**config.mk**
```make
export PLATFORM = sky130hd
export DESIGN_NAME = ps2_host_tx
export DESIGN_NICKNAME = d
export VERILOG_FILES = /design/src/rtl/ps2_host_tx.sv
export SDC_FILE = /design/constraint.sdc
export NUM_CORES = 1
export LEC_CHECK = 0
export ABC_AREA = 1
export CAP_MARGIN = 20
export CORE_MARGIN = 10
export CORE_UTILIZATION = 39
export CTS_BUF_LIST = sky130_fd_sc_hd__clkbuf_16
export DETAILED_ROUTE_END_ITERATION = 6
export PLACE_DENSITY = 0.67
export SLEW_MARGIN = 40
export SYNTH_ARGS = -nofsm -noshare
export SYNTH_HDL_FRONTEND = slang
export SYNTH_SLANG_ARGS = --single-unit
export TNS_END_PERCENT = 30
```
**constraint.sdc**
```tcl
create_clock -name clk -period 1.8 [get_ports clk]
set_input_delay 0.45 -clock clk [delete_from_list [all_inputs] [get_ports clk]]
set_output_delay 0.45 -clock clk [all_outputs]
set_load 0.02 [all_outputs]
```
**src/rtl/ps2_host_tx.sv**
```systemverilog
// PS/2 host-to-device transmitter: inhibits the clock, issues a request-to-send,
// shifts one odd-parity byte out on device clocks and checks the acknowledge.
//
// state     | meaning
// IDLE      | lines released, waiting for tx_valid
// INHIBIT   | holding PS2 clock low; start bit asserted in the last cycle
// SEND      | clock released, shifting start/data/parity/stop on device falls
// ACK       | waiting for the 11th fall to sample the device acknowledge
// WAIT_IDLE | waiting for both lines to float high before reporting done
module ps2_host_tx #(
  parameter int INHIBIT_CYCLES = 2500,
  parameter int TIMEOUT_CYCLES = 375000,
  parameter int FILTER_LEN     = 8
) (
  input  logic       clk,
  input  logic       rst,
  input  logic [7:0] tx_data,
  input  logic       tx_valid,
  output logic       tx_ready,
  input  logic       ps2c_in,
  input  logic       ps2d_in,
  output logic       ps2c_oe,
  output logic       ps2d_oe,
  output logic       busy,
  output logic       done,
  output logic       ack_ok,
  output logic       err
);

  localparam int IW = $clog2(INHIBIT_CYCLES + 1);
  localparam int TW = $clog2(TIMEOUT_CYCLES + 1);

  typedef enum logic [2:0] {
    S_IDLE,
    S_INHIBIT,
    S_SEND,
    S_ACK,
    S_WAIT_IDLE
  } state_t;

  state_t                r_state;
  logic                  r_c_s1, r_c_s2, r_d_s1, r_d_s2;
  logic [FILTER_LEN-1:0] r_c_sh, r_d_sh;
  logic                  r_c_filt, r_d_filt, r_c_filt_q;
  logic                  r_fall, r_edge;
  logic [IW-1:0]         r_inh_cnt;
  logic [TW-1:0]         r_to_cnt;
  logic [9:0]            r_frame;
  logic [3:0]            r_n;
  logic                  r_tx_ready, r_ps2c_oe, r_ps2d_oe, r_busy, r_done, r_ack_ok, r_err;

  logic w_active;
  logic w_to_exp;
  logic w_line_idle;
  logic w_abort;

  always_ff @(posedge clk or negedge rst) begin
    if (!rst) begin
      r_c_s1     <= 1'b1;
      r_c_s2     <= 1'b1;
      r_d_s1     <= 1'b1;
      r_d_s2     <= 1'b1;
      r_c_sh     <= '1;
      r_d_sh     <= '1;
      r_c_filt   <= 1'b1;
      r_d_filt   <= 1'b1;
      r_c_filt_q <= 1'b1;
      r_fall     <= 1'b0;
      r_edge     <= 1'b0;
    end else begin
      r_c_s1 <= ps2c_in;
      r_c_s2 <= r_c_s1;
      r_d_s1 <= ps2d_in;
      r_d_s2 <= r_d_s1;
      r_c_sh <= {r_c_sh[FILTER_LEN-2:0], r_c_s2};
      r_d_sh <= {r_d_sh[FILTER_LEN-2:0], r_d_s2};
      if (&r_c_sh)       r_c_filt <= 1'b1;
      else if (~|r_c_sh) r_c_filt <= 1'b0;
      if (&r_d_sh)       r_d_filt <= 1'b1;
      else if (~|r_d_sh) r_d_filt <= 1'b0;
      r_c_filt_q <= r_c_filt;
      r_fall     <= r_c_filt_q & ~r_c_filt;
      r_edge     <= r_c_filt_q ^ r_c_filt;
    end
  end

  assign w_active    = (r_state == S_SEND) || (r_state == S_ACK) || (r_state == S_WAIT_IDLE);
  assign w_to_exp    = (r_to_cnt == '0);
  assign w_line_idle = r_c_filt && r_d_filt;
  // A fall (or any clock edge) in the expiry cycle wins over the timeout.
  assign w_abort     = w_active && w_to_exp && !r_edge &&
                       !((r_state == S_WAIT_IDLE) && w_line_idle);

  always_ff @(posedge clk or negedge rst) begin
    if (!rst) begin
      r_state    <= S_IDLE;
      r_inh_cnt  <= '0;
      r_to_cnt   <= '0;
      r_frame    <= '1;
      r_n        <= '0;
      r_tx_ready <= 1'b1;
      r_ps2c_oe  <= 1'b0;
      r_ps2d_oe  <= 1'b0;
      r_busy     <= 1'b0;
      r_done     <= 1'b0;
      r_ack_ok   <= 1'b0;
      r_err      <= 1'b0;
    end else begin
      r_done <= 1'b0;

      if (w_active) begin
        if (r_edge)         r_to_cnt <= TW'(TIMEOUT_CYCLES - 1);
        else if (!w_to_exp) r_to_cnt <= r_to_cnt - 1'b1;
      end

      case (r_state)
        S_IDLE: begin
          r_tx_ready <= 1'b1;
          if (tx_valid && r_tx_ready) begin
            r_frame    <= {1'b1, ~^tx_data, tx_data};
            r_ack_ok   <= 1'b0;
            r_err      <= 1'b0;
            r_busy     <= 1'b1;
            r_tx_ready <= 1'b0;
            r_ps2c_oe  <= 1'b1;
            r_ps2d_oe  <= (INHIBIT_CYCLES == 1);
            r_inh_cnt  <= IW'(INHIBIT_CYCLES - 1);
            r_state    <= S_INHIBIT;
          end
        end

        S_INHIBIT: begin
          if (r_inh_cnt == '0) begin
            r_ps2c_oe <= 1'b0;
            r_n       <= '0;
            r_to_cnt  <= TW'(TIMEOUT_CYCLES - 1);
            r_state   <= S_SEND;
          end else begin
            if (r_inh_cnt == IW'(1)) r_ps2d_oe <= 1'b1;
            r_inh_cnt <= r_inh_cnt - 1'b1;
          end
        end

        S_SEND: begin
          if (r_fall) begin
            r_ps2d_oe <= ~r_frame[0];
            r_frame   <= {1'b1, r_frame[9:1]};
            r_n       <= r_n + 1'b1;
            if (r_n == 4'd9) r_state <= S_ACK;
          end
        end

        S_ACK: begin
          if (r_fall) begin
            r_ack_ok <= ~r_d_filt;
            r_err    <= r_d_filt;
            r_state  <= S_WAIT_IDLE;
          end
        end

        S_WAIT_IDLE: begin
          if (w_line_idle) begin
            r_done     <= 1'b1;
            r_busy     <= 1'b0;
            r_tx_ready <= 1'b0;
            r_state    <= S_IDLE;
          end
        end

        default: r_state <= S_IDLE;
      endcase

      if (w_abort) begin
        r_ps2c_oe  <= 1'b0;
        r_ps2d_oe  <= 1'b0;
        r_err      <= 1'b1;
        r_ack_ok   <= 1'b0;
        r_done     <= 1'b1;
        r_busy     <= 1'b0;
        r_tx_ready <= 1'b0;
        r_state    <= S_IDLE;
      end
    end
  end

  assign tx_ready = r_tx_ready;
  assign ps2c_oe  = r_ps2c_oe;
  assign ps2d_oe  = r_ps2d_oe;
  assign busy     = r_busy;
  assign done     = r_done;
  assign ack_ok   = r_ack_ok;
  assign err      = r_err;

endmodule

```
==> impl_metrics.tcl <==
set metrics [dict create \
    pwr_density_cell_nw_per_um2 1530 \
    drt_wl_total_um 9140 \
    dp_hpwl_um 6450 \
    holdWs_ps 355 \
    synth_simple_gate_area_share_pct 28.1 \
    cpMaxStageDelayCell "clkdlybuf4s50_1" \
    drt-initial-drc-count 218 \
    die_h_um 122 \
    leakage_nw 2.50 \
    outcome "finished, final reports clean" \
    drv_slew 0 \
    avgSynthCellArea_sq_um 8.17 \
    synth_top_family_by_area "simple AND/OR/NAND/NOR gates" \
    synthArstFlopShare_pct 100 \
    cp_cell_sequence "clkdlybuf4s50_1" \
    crit_fanout 2 \
    first_global_vias 3332 \
    max-slew-margin-rel_pct 79.2 \
    wire_per_inst_um 12.8 \
    synth-seq-cells 79 \
    start_util_pct 39.8 \
    viasPerCell 4.84 \
    yosysUniqueCellTypes 39 \
    final_common_cell "nand2_1" \
    skew_ps 4.83 \
    gr-usage-met3_pct 3.08 \
    synthToLayoutAreaGrowth_pct 28.1 \
    regArea_sq_um 2020 \
    yosys.area_share.xor_xnor_pct 2.99 \
    grt_max_degree 58 \
    die_w_um 122 \
    multi_input_area_sq_um 1910 \
    setup_viol 0 \
    pin_count 20 \
    cts_tree "done" \
    synthesis.area_sq_um 4100 \
    clockBufferDepth 2 \
    tightest_slew_ps 311 \
    top_usage_layer "met2" \
    coreArea_sq_um 10300 \
    use_met1_pct 15.6 \
    critical_path_class "reg2out" \
    fin_nets 595 \
    cts_made_buffers 9 \
    synth_edf_count 0 \
    fin_util_pct 51.0 \
    final_cell_mix "nand2_1, inv_1, nor2_1" \
    clock-sinks 79 \
    hold_class "reg2reg" \
    postLayoutCellArea_sq_um 5250 \
    die_area_sq_um 15000 \
    clock-root-buffer "clkbuf_16" \
    seq_area_frac_synth_pct 49.3 \
    peakVddDrop_v 0.000652 \
    critPathTopFamily "buffers and inverters" \
    port_buffers 19 \
    synth.area.mux_share_pct 0.519 \
    fin_crit_ps 1770 \
    finalHoldViolations 0 \
    timing.final.crit_share_pct 98.1 \
    worstPathRequired_ps 1350 \
    drive_above_1_share_pct 25.3 \
    maxCapViolCount 0 \
    grt_pass1_wl_um 15100 \
    diodes 0 \
    clkTransAtPathRegs_ps 60 \
    h-tree-depth 3 \
    critPathBufInv 1 \
    max_stage_delay_ps 620 \
    first_pass_iters 7 \
    end_kind "primary output" \
    worstSkewPairLatency_ps 340 \
    worstSetupStartpointType "register" \
    overflow 0 \
    power_mw 8.05 \
    rows 37 \
    synthAdderAreaFrac_pct 2.14 \
    rsz0062_at_grt "yes" \
    antenna_found_initial 0 \
    synth_warnings 0 \
    netlist_instances 501 \
    ant_nets 0 \
    fill_cells 960 \
    fmax_mhz 566 \
    drc 0 \
    gp_congestion 0.852 \
    grt_use_met2_pct 19.9 \
    synth_compound_area_share_pct 9.56 \
    dpl_cell_area_sq_um 4690 \
    crit_arrival_ps 1320 \
    synth_nets 521 \
    vias 3468 \
    synthFlopType "dfrtp_1" \
    track_usage_pct 12.3 \
]
repair_timing:
item	4_1_cts	5_1_grt
gates cloned	0	1
buffers inserted	0	11
pin swaps	0	10
hold buffers	1	0
endpoints found under the setup margin	2	41
resized for setup	2	42
endpoints found under the hold margin	10	0
metrics by stage:
step                      cells  setup slack (ps)  setup TNS, ps
after global placement      687             -39.5          -82.0
after floorplan             501              78.1              0
after CTS                   704            0.0744              0
after global routing        716             -54.5           -279
after detailed placement    687             -99.1           -606
final                       716              33.9              0
layer usage:
| layer | share of wire (%) | routed length, um |
|---|---|---|
| met5 | 0 | 0 |
| met4 | 1.4 | 131 |
| met3 | 2.6 | 238 |
| met2 | 49 | 4460 |
| met1 | 47 | 4320 |
registers in the layout (all words and copies together) (netlist names), 3 cells and up:
name and cells:
r_n 4, r_state 3, r_to_cnt 19, r_c_sh 8, r_frame 9, r_inh_cnt 12, r_d_sh 8
cells by family after synthesis:
logic type,after synthesis
buffers and inverters,77
AOI/OAI and AO/OA,67
muxes,2
and+or+nand+nor,255
DFF,79
adders and majority gates,7
xor gates and xnor gates,14
final cells by class:
class                   count  area share, %
clock buffers               9           4.29
clock inverters             7           1.48
inverters                  74           5.34
multi-input cells         346           36.5
flip-flops and latches     79           38.5
well taps                 136           3.24
repair buffers             65           10.7
path summary, 6_finish.rpt:
path,startpoint,endpoint,slack [ps],depth (start not counted)
setup / recovery,busy,busy,30,1
min in group asynchronous,rst,r_to_cnt[2],540,2
hold reg to reg,r_d_s2,r_d_sh[0],360,0
hold / removal,r_d_s2,r_d_sh[0],360,0
max in group asynchronous,rst,r_frame[3],620,3
setup reg to reg,r_to_cnt[0],r_state[1],60,11
where the power goes:
part | internal (mW) | total, mW | switching (mW)
registers | 2.40 | 2.82 | 0.418
clock network | 1.09 | 1.85 | 0.762
logic | 1.38 | 3.38 | 2.00
total | 4.87 | 8.05 | 3.18
Yosys cell counts, types with 3 or more instances:
library cell | count | area [sq um]
nand2_1 | 121 | 454
inv_1 | 70 | 263
nor2_1 | 64 | 240
dfrtp_1 | 46 | 1150
dfstp_2 | 33 | 867
nand3_1 | 29 | 145
o21ai_0 | 28 | 140
a21oi_1 | 15 | 75.1
nand4_1 | 9 | 56.3
o211ai_1 | 9 | 67.6
xor2_1 | 9 | 78.8
ha_1 | 7 | 87.6
nor3_1 | 6 | 30.0
nand3b_1 | 5 | 37.5
nor2_2 | 5 | 31.3
xnor2_1 | 5 | 43.8
inv_2 | 4 | 15.0
a31oi_1 | 3 | 18.8
nand2_2 | 3 | 18.8
nand3_2 | 3 | 30.0
nor2_4 | 3 | 33.8
(Power assumes the default switching activity.)
